File: config.mk
export PLATFORM = sky130hd
export DESIGN_NAME = ram16_access_arbiter
export DESIGN_NICKNAME = d
export VERILOG_FILES = /design/src/rtl/ram16_access_arbiter.sv
export SDC_FILE = /design/constraint.sdc
export NUM_CORES = 1
export LEC_CHECK = 0
export CAP_MARGIN = 10
export CORE_ASPECT_RATIO = 2
export CORE_MARGIN = 2
export CORE_UTILIZATION = 40
export CTS_CLUSTER_DIAMETER = 80
export CTS_CLUSTER_SIZE = 25
export DETAILED_ROUTE_END_ITERATION = 6
export PLACE_DENSITY = 0.8
export SLEW_MARGIN = 20
export SYNTH_ARGS = -nofsm -noshare
export SYNTH_HDL_FRONTEND = slang
export SYNTH_SLANG_ARGS = --single-unit
File: constraint.sdc
create_clock -name clk_i -period 2.55 [get_ports clk_i]
set_clock_uncertainty 0.15 [all_clocks]
set_input_delay 0.51 -clock clk_i [delete_from_list [all_inputs] [get_ports clk_i]]
set_output_delay 0.51 -clock clk_i [all_outputs]
set_load 0.02 [all_outputs]
File: src/rtl/ram16_access_arbiter.sv
// Two-port req/ack arbiter in front of a single-port RAM16; sequences IDLE -> ACCESS -> RESP per access.
// Build option: define RAM16_ARB_ROUND_ROBIN_EN for alternating grants under contention (default: P0 priority).
module ram16_access_arbiter #(
    parameter int DATA_W = 16,
    parameter int ADDR_W = 4
) (
    input  logic              clk_i,
    input  logic              rst_i,
    input  logic              req0_i,
    input  logic              req1_i,
    input  logic              rw0_i,
    input  logic              rw1_i,
    input  logic [ADDR_W-1:0] addr0_i,
    input  logic [ADDR_W-1:0] addr1_i,
    input  logic [DATA_W-1:0] wdata0_i,
    input  logic [DATA_W-1:0] wdata1_i,
    output logic              ack0_o,
    output logic              ack1_o,
    output logic [DATA_W-1:0] rdata0_o,
    output logic [DATA_W-1:0] rdata1_o,
    output logic              ram_en_o,
    output logic              ram_rw_o,
    output logic [ADDR_W-1:0] ram_addr_o,
    output logic [DATA_W-1:0] ram_wdata_o,
    input  logic [DATA_W-1:0] ram_rdata_i,
    output logic              busy_o
);

    // state  | meaning
    // IDLE   | waiting for a request; arbitration and field capture happen here
    // ACCESS | one-cycle RAM enable with the captured rw/addr/wdata
    // RESP   | ack to the granted port; read data taken from RAM output
    typedef enum logic [1:0] {
        IDLE   = 2'd0,
        ACCESS = 2'd1,
        RESP   = 2'd2
    } state_t;

    state_t              state_q, state_d;
    logic                grant_q, grant_d;
    logic                last_grant_q, last_grant_d;
    logic                ram_rw_q, ram_rw_d;
    logic [ADDR_W-1:0]   ram_addr_q, ram_addr_d;
    logic [DATA_W-1:0]   ram_wdata_q, ram_wdata_d;
    logic [DATA_W-1:0]   rdata0_q, rdata0_d;
    logic [DATA_W-1:0]   rdata1_q, rdata1_d;
    logic                contend_pick;
    logic                winner;

`ifdef RAM16_ARB_ROUND_ROBIN_EN
    assign contend_pick = ~last_grant_q;
`else
    assign contend_pick = 1'b0;
`endif

    assign winner = (req0_i && req1_i) ? contend_pick : req1_i;

    always_ff @(posedge clk_i) begin
        if (rst_i) begin
            state_q      <= IDLE;
            grant_q      <= 1'b0;
            last_grant_q <= 1'b1;
            ram_rw_q     <= 1'b0;
            ram_addr_q   <= '0;
            ram_wdata_q  <= '0;
            rdata0_q     <= '0;
            rdata1_q     <= '0;
        end else begin
            state_q      <= state_d;
            grant_q      <= grant_d;
            last_grant_q <= last_grant_d;
            ram_rw_q     <= ram_rw_d;
            ram_addr_q   <= ram_addr_d;
            ram_wdata_q  <= ram_wdata_d;
            rdata0_q     <= rdata0_d;
            rdata1_q     <= rdata1_d;
        end
    end

    always_comb begin
        state_d      = state_q;
        grant_d      = grant_q;
        last_grant_d = last_grant_q;
        ram_rw_d     = ram_rw_q;
        ram_addr_d   = ram_addr_q;
        ram_wdata_d  = ram_wdata_q;
        rdata0_d     = rdata0_q;
        rdata1_d     = rdata1_q;
        case (state_q)
            IDLE: begin
                if (req0_i || req1_i) begin
                    state_d     = ACCESS;
                    grant_d     = winner;
                    ram_rw_d    = winner ? rw1_i    : rw0_i;
                    ram_addr_d  = winner ? addr1_i  : addr0_i;
                    ram_wdata_d = winner ? wdata1_i : wdata0_i;
                end
            end
            ACCESS: state_d = RESP;
            RESP: begin
                state_d      = IDLE;
                last_grant_d = grant_q;
                if (!ram_rw_q) begin
                    if (grant_q) rdata1_d = ram_rdata_i;
                    else         rdata0_d = ram_rdata_i;
                end
            end
            default: state_d = IDLE;
        endcase
    end

    assign ram_en_o    = (state_q == ACCESS);
    assign busy_o      = (state_q != IDLE);
    assign ack0_o      = (state_q == RESP) && !grant_q;
    assign ack1_o      = (state_q == RESP) &&  grant_q;
    assign ram_rw_o    = ram_rw_q;
    assign ram_addr_o  = ram_addr_q;
    assign ram_wdata_o = ram_wdata_q;

    // RAM output is only valid during RESP, so forward it there to make rdata valid alongside ack.
    assign rdata0_o = (ack0_o && !ram_rw_q) ? ram_rdata_i : rdata0_q;
    assign rdata1_o = (ack1_o && !ram_rw_q) ? ram_rdata_i : rdata1_q;

endmodule

# Word level (Yosys, flattened, before mapping)
# Cells that the tools add are included.
totals:
  ff_bits: 56
  input_bits: 62
  elab_cells: 33
op_classes:
  n_eq_ne: 3
  n_mux: 8
  bitwise: 2
  n_reduce_logical: 13
op_table:
  columns: ["operator", "count"]
  rows:
  - ["2-to-1 mux 16 bit", 3]
  - ["AND reduction 3 bit", 2]
  - ["logical AND 1 bit", 5]
  - ["2-to-1 mux 4 bit", 1]
  - ["one-hot mux 2 bit (2 select lines)", 1]
  - ["equality test 2 x 1 -> 1 bit, second input constant", 1]
  - ["equality test 2 bit, second input constant", 1]
  - ["zero test 1 bit", 2]
  - ["zero test 2 bit", 1]
  - ["2-to-1 mux 1 bit", 2]
  - ["2-to-1 mux 2 bit", 1]
  - ["inequality test 2 bit, second input constant", 1]
  - ["NOT 1 bit", 2]
  - ["AND reduction 2 bit", 1]
  - ["nonzero test 2 bit", 1]
  - ["logical OR 1 bit", 1]

# Logic depth before layout (Yosys ltp)
logic_depth:
  word_depth: 4
  depth_mapped: 5
  mapped_depth_nobuf: 4

# Worst setup path before layout
# OpenSTA, ideal clock, no wires.
synth_timing:
  path_type: "flip-flop to output port"
  startpoint: "reg ram_rw_q (netlist: ram_rw_o)"
  endpoint: "out rdata0_o[10]"
  arrival_time_ns: 1.450
  required_ns: 1.890
  path_slack_ns: 0.440
  stages_incl_launch_ff: 4
  path_cell_list: "dfxtp_1 -> nor4b_4 -> buf_8 -> mux2_4"
synth_via:
  elab_chain_len: 3
synth_rtl:
  columns: ["item", "line_no", "text"]
  rows:
  - ["from (decl)", "42", "logic ram_rw_q, ram_rw_d;"]
  - ["from (signal assigned)", "72", "ram_rw_q <= ram_rw_d;"]
  - ["zero test 1 bit", "121", "assign rdata0_o = (ack0_o && !ram_rw_q) ? ram_rdata_i : rdata0_q;"]
  - ["logical AND 1 bit", "121", null]
  - ["2-to-1 mux 16 bit", "121", null]
  - ["to (decl)", "19", "output logic [DATA_W-1:0] rdata0_o,"]
# No other way between the ends.

# Worst setup path in the final report
layout_timing:
  startpoint: "reg grant_q"
  endpoint: "out rdata1_o[2]"
layout_via:
  elab_chain_len: 3
layout_rtl:
  columns: ["item", "line_no", "text"]
  rows:
  - ["from (decl)", "40", "logic grant_q, grant_d;"]
  - ["from (signal assigned)", "70", "grant_q <= grant_d;"]
  - ["logical AND 1 bit", "115", "assign ack1_o = (state_q == RESP) && grant_q;"]
  - ["logical AND 1 bit", "122", "assign rdata1_o = (ack1_o && !ram_rw_q) ? ram_rdata_i : rdata1_q;"]
  - ["2-to-1 mux 16 bit", "122", null]
  - ["to (decl)", "20", "output logic [DATA_W-1:0] rdata1_o,"]
# No other way between the ends.

==> flow_summary_export.csv <==
group,metric,value,unit
drt,routedWlPerCell,15.4,microns
worst_setup_path,slowest_stage,"dfxtp_4",
placement,dpl.hpwl,4.52,mm
die,core,0.00591,sq mm
timing,post-route-min-period,2.50,ns
drt,vias,2194,
drt,drtAntennaViolNets,0,
cts,cts-root-buf,"clkbuf_16",
drt,routed_wl,6.51,mm
worst_setup_path,worstPathCellList,"nor4bb_4 > bufbuf_16 > mux2_2 > buf_2",
pwr,peakVddDrop,0.000397,V
min_path,hp-class,"flip-flop to flip-flop",
logic_synthesis,ys_warn_count,0,
logic_synthesis,synth_area_leaders,"dfxtp_1 47%, mux2_2 10%, a311oi_1 7.7%",
worst_setup_path,arrival,1.84,ns
worst_setup_path,worst-path-buf-inv,2,
layout,drive_above_1_share,0.231,
pwr,powerDensity,561,mW/mm^2
cts,insertion_delay,0.29,ns
logic_synthesis,muxShareOfSynthArea,0.166,
placement,gp_congestion,0.720,
layout,layout_commonest_cell,"clkdlybuf4s50_1",
layout,area_growth,57.9,%
worst_setup_path,cp_max_fo,8,
die,start_util,0.407,
drt,vias_per_cell,5.20,
worst_setup_path,endpoint_kind,"output pin",
global_routing,grt_usage,0.197,
logic_synthesis,syn-num-nets,302,
drt,drt_iter0_markers,78,
run_status,violations,"DRC",
die,die_y,114,microns
worst_setup_path,cp_top_family,"buffers and inverters",
cts,clockBufferDepth,2,
cts,cts_buffers,5,
cts,cts.sink_count,56,
worst_setup_path,cp.required,1.89,ns
timing,relSlewSlack,0.501,
logic_synthesis,synth_cell_type_count,23,
die,die_width,58.8,microns
run_status,status,"complete, but fails checks",
cts,cts_tree,"yes",
timing,timing.final.crit_share,0.981,
min_path,holdPathStages,2,
logic_synthesis,synth_xor_area_frac,0,
logic_synthesis,synth_simple_gate_area_frac,0.202,
pwr,p_total,2.13,mW
drt,drc,10,
layout,nets,420,
layout,diodes,0,
logic_synthesis,ys_ff_latch,56,
worst_setup_path,cpPeakStageDelay,0.38,ns
job,drv_cap,0,
layout,layout.cells.non_filler,422,
timing,rsz0062_at_grt,"true",
drt,drt_pass1_iterations,7,
logic_synthesis,synth_top_family_by_area,"simple AND/OR/NAND/NOR gates",
timing,clock.fmax,0.400,GHz
layout,layout_common_cells,"85 x clkdlybuf4s50_1, 52 x dfxtp_1, 43 x nand2_1",
placement,io_buffers,118,
pwr,leakagePower,1.64,nW
cts,htree_levels,2,
timing,worst_pin_slew,0.745,ns
timing,setup_viol,0,
worst_setup_path,rr_worst_depth,5,
timing,finalMaxSlewViolations,0,
global_routing,grt_first_pass_wirelength,10.4,mm
logic_synthesis,synth_top_area_share,0.467,
global_routing,grt_max_degree,34,
global_routing,grt_pass1_vias,2264,
die,rows,40,
cts,clkTransAtPathRegs,0.07,ns
worst_setup_path,path_depth,4,
global_routing,grt-ovfl-total,0,
logic_synthesis,synth_compound_area_frac,0.124,
placement,dpl.cell_count,411,
timing,final_hold_viol_count,0,
logic_synthesis,syn_avg_cell_area,10.0,sq um
worst_setup_path,start_kind,"flip-flop",
logic_synthesis,seq_area_frac_synth,0.467,
worst_setup_path,crit_type,"flip-flop to output pin",
logic_synthesis,yosys.area_share.adder,0,
timing,hold_ws,0.369,ns
global_routing,antenna_found_initial,0,
die,dieArea,0.00668,sq mm
die,io_pins,119,
logic_synthesis,synthCells,240,
logic_synthesis,yosys.area.top_type,"dfxtp_1",
logic_synthesis,synth_area,0.00240,sq mm
[where the power goes]
group,switching (mW),internal [mW]
registers,0.0326,0.926
clock network,0.316,0.368
logic,0.228,0.257
[kinds of logic after synthesis]
kind of cell,count (synthesis)
mux,32
flops,56
simple gates,88
buf+inv,20
compound gates,44
[state kept, by name (all words and copies together), names as in the netlist]
signal / flops
grant_q: 1
ram_rw_o: 1
ram_wdata_o: 16
rdata1_q: 16
ram_addr_o: 4
rdata0_q: 16
state_q: 2
[routing by layer]
metal	GRT usage	vias up	part of all wire
li1	-	1067	-
met1	0.239	1004	0.41
met2	0.323	115	0.46
met3	0.0635	8	0.11
met4	0.0621	0	0.014
met5	0	-	0
[area by class of cell]
cell class	instances	area (sq um)
Clock buffer	5	125
Clock inverter	3	22.5
Fill cell	512	2110
Inverter	1	3.75
Multi-Input combinational cell	164	1220
Sequential cell	56	1130
Tap cell	63	78.8
Timing Repair Buffer	130	1220
[path summary, 6_finish.rpt]
kind	start	to	slack, ns
worst max register to register	state_q[0]	ram_wdata_o[2]	0.64
worst min-delay path	ram_wdata_o[7]	ram_wdata_o[7]	0.37
worst min register to register	ram_wdata_o[7]	ram_wdata_o[7]	0.37
worst max-delay path	grant_q	rdata1_o[2]	0.05
[synthesized netlist by cell type, drive strengths merged]
cell type	count
and3b	1
nor4b	1
clkbuf	14
dfxtp	56
nor3	1
nor3b	1
inv	1
mux2	32
and2b	20
nand2b	1
nor2b	15
a21oi	22
or2	1
buf	5
nand2	43
nor4bb	1
nor2	3
a311oi	21
o21ai	1
[per-stage QoR]
step	utilization	area, sq um	setup slack, ns	TNS [ns]
CTS	0.638	3770	-0.00162	-0.00162
detailed placement	0.621	3670	0.00851	0
finish	0.642	3790	0.0494	0
global route	0.642	3790	-0.0248	-0.177
floorplan	-	2400	0.440	0
global placement	0.621	3670	0.0543	0
[what timing repair did]
action	CTS	global route
endpoints found under the hold margin	0	0
hold buffers	0	0
pin swaps	2	0
cloned	1	0
endpoints found under the setup margin	32	30
buffers inserted	1	1
gates resized for setup	90	30
[tightest hold or removal path, delay by kind of cell, from the launching register on]
kind | cells | cell delay [ns]
flops | 1 | 0.31
compound gates | 2 | 0.16
Power figures use the tool's default switching activity.
